--- src/rtl/jump_redirect_if.sv ---
// Handshake bundle between the decode-stage jump logic, the fetch redirect port and the controller.
interface jump_redirect_if #(
    parameter int PC_W  = 32,
    parameter int CNT_W = 32
);
    logic             jump_valid_d;
    logic [PC_W-1:0]  jump_target_d;
    logic             decode_stall;
    logic             slot_fetched;
    logic             exc_flush;
    logic             redirect_ready;
    logic             jump_accept;
    logic             redirect_valid;
    logic [PC_W-1:0]  redirect_pc;
    logic             redirect_adel;
    logic             busy;
    logic [CNT_W-1:0] redirect_cnt;

    modport master (
        output jump_valid_d, jump_target_d, decode_stall, slot_fetched, exc_flush, redirect_ready,
        input  jump_accept, redirect_valid, redirect_pc, redirect_adel, busy, redirect_cnt
    );

    modport slave (
        input  jump_valid_d, jump_target_d, decode_stall, slot_fetched, exc_flush, redirect_ready,
        output jump_accept, redirect_valid, redirect_pc, redirect_adel, busy, redirect_cnt
    );
endinterface

--- src/rtl/jump_redirect_ctrl.sv ---
// Delivers a resolved jump target to fetch as a PC redirect, only after the delay slot is fetched.
//   state       | meaning
//   IDLE        | no jump pending; may accept one from decode
//   WAIT_SLOT   | target held, waiting for the delay-slot instruction to be fetched
//   WAIT_ACCEPT | redirect presented to fetch, waiting for redirect_ready
module jump_redirect_ctrl #(
    parameter int PC_W  = 32,
    parameter int CNT_W = 32
) (
    input  logic clk,
    input  logic resetn,
    jump_redirect_if.slave bus
);
    typedef enum logic [1:0] {
        IDLE        = 2'd0,
        WAIT_SLOT   = 2'd1,
        WAIT_ACCEPT = 2'd2
    } state_e;

    state_e             state_q, state_d;
    logic [PC_W-1:0]    tgt_q, tgt_d;
    logic [CNT_W-1:0]   cnt_q, cnt_d;
    logic               accept;
    logic               rvalid;
    logic               handshake;

    always_comb begin
        accept    = (state_q == IDLE) & bus.jump_valid_d & ~bus.decode_stall & ~bus.exc_flush;
        rvalid    = (state_q == WAIT_ACCEPT) & ~bus.exc_flush;
        handshake = rvalid & bus.redirect_ready;
    end

    // A flush abandons any pending work but keeps tgt_q; the exception path owns the PC.
    always_comb begin
        state_d = state_q;
        tgt_d   = tgt_q;
        cnt_d   = cnt_q;
        if (bus.exc_flush) begin
            state_d = IDLE;
        end else begin
            case (state_q)
                IDLE: begin
                    if (accept) begin
                        tgt_d   = bus.jump_target_d;
                        state_d = bus.slot_fetched ? WAIT_ACCEPT : WAIT_SLOT;
                    end
                end
                WAIT_SLOT: begin
                    if (bus.slot_fetched) state_d = WAIT_ACCEPT;
                end
                WAIT_ACCEPT: begin
                    if (handshake) begin
                        state_d = IDLE;
                        cnt_d   = cnt_q + 1'b1;
                    end
                end
                default: state_d = IDLE;
            endcase
        end
    end

    always_ff @(posedge clk) begin
        if (!resetn) begin
            state_q <= IDLE;
            tgt_q   <= '0;
            cnt_q   <= '0;
        end else begin
            state_q <= state_d;
            tgt_q   <= tgt_d;
            cnt_q   <= cnt_d;
        end
    end

    // Outputs are forced low while resetn is held so nothing leaks out during reset.
    always_comb begin
        bus.jump_accept    = resetn & accept;
        bus.redirect_valid = resetn & rvalid;
        bus.redirect_pc    = resetn ? tgt_q : '0;
        bus.redirect_adel  = resetn & rvalid & (tgt_q[1:0] != 2'b00);
        bus.busy           = resetn & (state_q != IDLE);
        bus.redirect_cnt   = resetn ? cnt_q : '0;
    end
endmodule

--- src/flat_wrapper.sv ---
// flat-port wrapper written by rule: the top's interface ports become plain ports
module jump_redirect_ctrl_flat 
#(
    parameter int PC_W  = 32,
    parameter int CNT_W = 32
)
  (clk, resetn, bus_jump_valid_d, bus_jump_target_d, bus_decode_stall, bus_slot_fetched, bus_exc_flush, bus_redirect_ready, bus_jump_accept, bus_redirect_valid, bus_redirect_pc, bus_redirect_adel, bus_busy, bus_redirect_cnt);
  jump_redirect_if #(.PC_W(PC_W), .CNT_W(CNT_W)) bus_i ();
  input  logic clk;
  input  logic resetn;
  input wire logic [$bits(bus_i.jump_valid_d)-1:0] bus_jump_valid_d;
  input wire logic [$bits(bus_i.jump_target_d)-1:0] bus_jump_target_d;
  input wire logic [$bits(bus_i.decode_stall)-1:0] bus_decode_stall;
  input wire logic [$bits(bus_i.slot_fetched)-1:0] bus_slot_fetched;
  input wire logic [$bits(bus_i.exc_flush)-1:0] bus_exc_flush;
  input wire logic [$bits(bus_i.redirect_ready)-1:0] bus_redirect_ready;
  output wire logic [$bits(bus_i.jump_accept)-1:0] bus_jump_accept;
  output wire logic [$bits(bus_i.redirect_valid)-1:0] bus_redirect_valid;
  output wire logic [$bits(bus_i.redirect_pc)-1:0] bus_redirect_pc;
  output wire logic [$bits(bus_i.redirect_adel)-1:0] bus_redirect_adel;
  output wire logic [$bits(bus_i.busy)-1:0] bus_busy;
  output wire logic [$bits(bus_i.redirect_cnt)-1:0] bus_redirect_cnt;
  assign bus_i.jump_valid_d = bus_jump_valid_d;
  assign bus_i.jump_target_d = bus_jump_target_d;
  assign bus_i.decode_stall = bus_decode_stall;
  assign bus_i.slot_fetched = bus_slot_fetched;
  assign bus_i.exc_flush = bus_exc_flush;
  assign bus_i.redirect_ready = bus_redirect_ready;
  assign bus_jump_accept = bus_i.jump_accept;
  assign bus_redirect_valid = bus_i.redirect_valid;
  assign bus_redirect_pc = bus_i.redirect_pc;
  assign bus_redirect_adel = bus_i.redirect_adel;
  assign bus_busy = bus_i.busy;
  assign bus_redirect_cnt = bus_i.redirect_cnt;
  jump_redirect_ctrl #(.PC_W(PC_W), .CNT_W(CNT_W)) u_core (.clk(clk), .resetn(resetn), .bus(bus_i));
endmodule
--- config.mk ---
export PLATFORM = sky130hd
export DESIGN_NAME = jump_redirect_ctrl_flat
export DESIGN_NICKNAME = d
export VERILOG_FILES = /design/src/rtl/jump_redirect_if.sv /design/src/rtl/jump_redirect_ctrl.sv /design/src/flat_wrapper.sv
export SDC_FILE = /design/constraint.sdc
export NUM_CORES = 1
export LEC_CHECK = 0
export CORE_MARGIN = 3
export CORE_UTILIZATION = 40
export CTS_CLUSTER_DIAMETER = 40
export CTS_CLUSTER_SIZE = 30
export DETAILED_ROUTE_END_ITERATION = 6
export PLACE_DENSITY = 0.71
export SETUP_SLACK_MARGIN = 0.05
export SYNTH_ARGS = -nofsm -noshare
export SYNTH_HDL_FRONTEND = slang
export SYNTH_SLANG_ARGS = --single-unit
--- constraint.sdc ---
create_clock -name clk -period 2.7 [get_ports clk]
set_clock_uncertainty 0.1 [all_clocks]
set_input_delay 0.27 -clock clk [delete_from_list [all_inputs] [get_ports clk]]
set_output_delay 0.27 -clock clk [all_outputs]
set_load 0.02 [all_outputs]
==> results.py <==
metrics = {
    "outcome": {
        "status": "completed",
    },
    "clocking": {
        "tritoncts": "built",
        "cts_resized": 0,
        "cts_hold_buffers": 0,
        "cts_htree_levels": 3,
        "root_buffer": "clkbuf_8",
        "cts_setup_buffers": 0,
        "path_clk_slew_ns": 0.07,
        "clock_sinks": 66,
        "numCtsBuffers": 9,
        "cts_buffer_depth": 2,
        "insertion_delay_ns": 0.33,
    },
    "place": {
        "dpl.hpwl_um": 5830,
        "port_buffers": 106,
        "placed_area_um2": 4330,
        "place_ws_ns": 0.294,
        "placedCellCount": 595,
        "gp_congestion": 0.806,
    },
    "power_and_ir_drop": {
        "comb_power_share": 0.088,
        "leakage_nw": 1.58,
        "cellPowerDensity_nw_per_um2": 434,
        "p_int_mw": 1.51,
        "irDropWorstVdd_mv": 0.241,
        "p_sw_mw": 0.454,
        "pwr-share-seq": 0.509,
        "netSwitchingFraction": 0.231,
        "p_clk_frac": 0.404,
    },
    "yosys": {
        "ys_seq_area_frac": 0.418,
        "synthAdderAreaFrac": 0.00396,
        "yosys.area_share.simple": 0.380,
        "synth_seq_cells": 66,
        "syn_area_um2": 3160,
        "yosys_warnings": 0,
        "syn_inst": 405,
        "synth_xor_area_frac": 0.0250,
        "syn_area_per_cell_um2": 7.80,
        "synthMuxAreaShare": 0.0242,
        "syn_nets": 445,
        "synth_top_family_by_area": "simple AND/OR/NAND/NOR gates",
        "synth_compound_area_frac": 0.114,
        "ys_types": 34,
    },
    "cells_and_area": {
        "area_delta_synth_final_pct": 43.1,
        "final_cell_count_no_fill": 610,
        "antenna_cells": 0,
        "fin_area_um2": 4520,
        "utilization": 0.607,
        "fin_nets": 547,
        "nFillCells": 691,
        "drive_gt1_frac": 0.0705,
    },
    "die": {
        "io_pins": 107,
        "die_area_um2": 9000,
        "rows": 31,
        "die_y_um": 94.9,
        "fp.coreArea_um2": 7450,
        "initial_utilization": 0.424,
        "die_x_um": 94.9,
    },
    "sta": {
        "rsz0062_at_grt": "no",
        "slew_headroom": 0.721,
        "min_period_ns": 2.37,
        "setup_viol": 0,
        "fin_crit_sh": 0.879,
        "setup_ws_ns": 0.326,
        "worst_pin_slew_ns": 0.418,
        "max_freq_mhz": 421,
        "setup_tns_ns": 0,
        "hold_viol": 0,
        "slew_violations": 0,
    },
    "route": {
        "vias": 3113,
        "ant_nets": 0,
        "drtPass1Iterations": 4,
        "drt_wl_total_um": 8450,
        "wl_per_cell_um": 13.8,
        "drc_errors": 0,
        "drt-initial-drc-count": 95,
        "routed_via_density": 5.10,
    },
    "global_routing": {
        "grt_pass1_vias": 2992,
        "grt_pass1_wl_um": 14200,
        "track_usage": 0.198,
        "grt_overflow": 0,
        "antenna_found_initial": 0,
        "grt_max_degree": 46,
    },
    "worst_setup_path": {
        "end_kind": "primary output",
        "cp_max_fo": 4,
        "cp_slowest_cell": "clkdlybuf4s50_1",
        "cp.buffers_inverters": 4,
        "start_kind": "input port",
        "worstPathRequired_ns": 2.33,
        "critPathKind": "input port to primary output",
        "crit_path_frequent_cell": "clkdlybuf4s50_1",
        "cp_top_family": "buffers and inverters",
        "arrival_ns": 2.00,
        "cp_cell_sequence": "clkdlybuf4s50_1 -> inv_2 -> nor4b_1 -> buf_4 -> o21a_1 -> clkdlybuf4s50_1",
        "cp_slowest_stage_delay_ns": 0.61,
    },
    "hold_path": {
        "hp-class": "flip-flop to flip-flop",
    },
    "job": {
        "maxCapViolations": 0,
    },
}
[per-stage QoR]
step	total power, mW	hold slack (ns)
global route	2.05	0.375
detailed placement	1.19	0.343
CTS	1.99	0.352
finish	1.96	0.351
global placement	1.19	0.338
floorplan	1.09	0.247
[layout by cell type, fill, tap and decap left out, types with 2 or more instances in the layout]
master           Yosys  routed
and4_1               6       6
nand3_1             11      11
clkdlybuf4s50_1      0     106
or4_1                8       8
clkbuf_8             0      13
nand4_1             10      10
nor3_1               6       6
and2_1              64      64
mux2i_1              2       2
inv_1                3       2
and3_1               5       5
buf_4                0      10
a21oi_1             50      50
o21ai_0             10      10
nand2_1             77      77
or3_1                9       9
o31ai_1              7       7
mux2_2               5       5
dfxtp_1             66      66
nor2_1              20      20
xor2_1               8       8
[registers in the layout (all words and copies together), names as in the netlist]
| register | flops |
|---|---|
| u_core.state_q | 2 |
| u_core.tgt_q | 32 |
| u_core.cnt_q | 32 |
[synth_stat cells, drive strengths merged]
cell | count | area [um^2]
o21a | 1 | 7.51
or3 | 10 | 63.8
ha | 1 | 12.5
and2 | 65 | 408
and4bb | 1 | 12.5
o21ai | 10 | 50.1
clkbuf | 22 | 82.6
nor4 | 1 | 6.26
nor3 | 6 | 30.0
nand4 | 11 | 75.1
nand3b | 1 | 7.51
o31ai | 7 | 52.6
buf | 3 | 13.8
or4b | 1 | 10.0
nor2 | 20 | 75.1
mux2i | 2 | 20.0
and4 | 7 | 62.6
mux2 | 5 | 56.3
or4 | 8 | 60.1
and3 | 5 | 31.3
nand3 | 11 | 55.1
dfxtp | 66 | 1320
xor2 | 8 | 70.1
xnor2 | 1 | 8.76
a21oi | 50 | 250
inv | 3 | 11.3
nand2 | 77 | 289
nand2b | 1 | 6.26
nor4b | 1 | 8.76
[per-layer routing]
metal / track usage / wire length [um]
met1: 0.250 / 3770
met2: 0.311 / 3840
met3: 0.0701 / 720
met4: 0.0697 / 116
met5: 0 / 0
[worst register-to-register path, cell delays in order (launching register included)]
cell	delay, ns
dfxtp_1	0.47
nand4_2	0.17
or4b_1	0.71
nor3_1	0.27
mux2_2	0.35
[power by group through the flow]
stage | registers [mW] | logic [mW] | clock network, mW
final | 0.998 | 0.172 | 0.792
after global routing | 1.00 | 0.189 | 0.857
after CTS | 0.998 | 0.174 | 0.814
after detailed placement | 1.02 | 0.173 | 0
after global placement | 1.02 | 0.171 | 0
after floorplan | 1.02 | 0.0763 | 0
[logic make-up after synthesis]
logic type / Yosys count
simple gates: 226
buf+inv: 28
xor+xnor: 9
flops: 66
fa+ha+maj: 1
compound gates: 68
mux: 7
[path summary, 6_finish.rpt]
path	startpoint	endpoint	slack, ns	cells past startpoint
min reg2reg	u_core.tgt_q[31]	u_core.tgt_q[31]	0.35	2
max	resetn	bus_redirect_adel	0.33	6
max reg2reg	u_core.cnt_q[8]	u_core.cnt_q[30]	0.53	4
min	u_core.tgt_q[31]	u_core.tgt_q[31]	0.35	2
[final cells by class]
type / instances / area [um^2] / area share
clock buffer: 14 / 183 / 0.0404
clock inverter: 1 / 7.51 / 0.00166
inverter: 3 / 11.3 / 0.00249
multi-input combinational: 311 / 1740 / 0.384
sequential: 66 / 1320 / 0.292
tap: 99 / 124 / 0.0274
timing repair buffer: 116 / 1140 / 0.251
(Power assumes the default switching activity.)
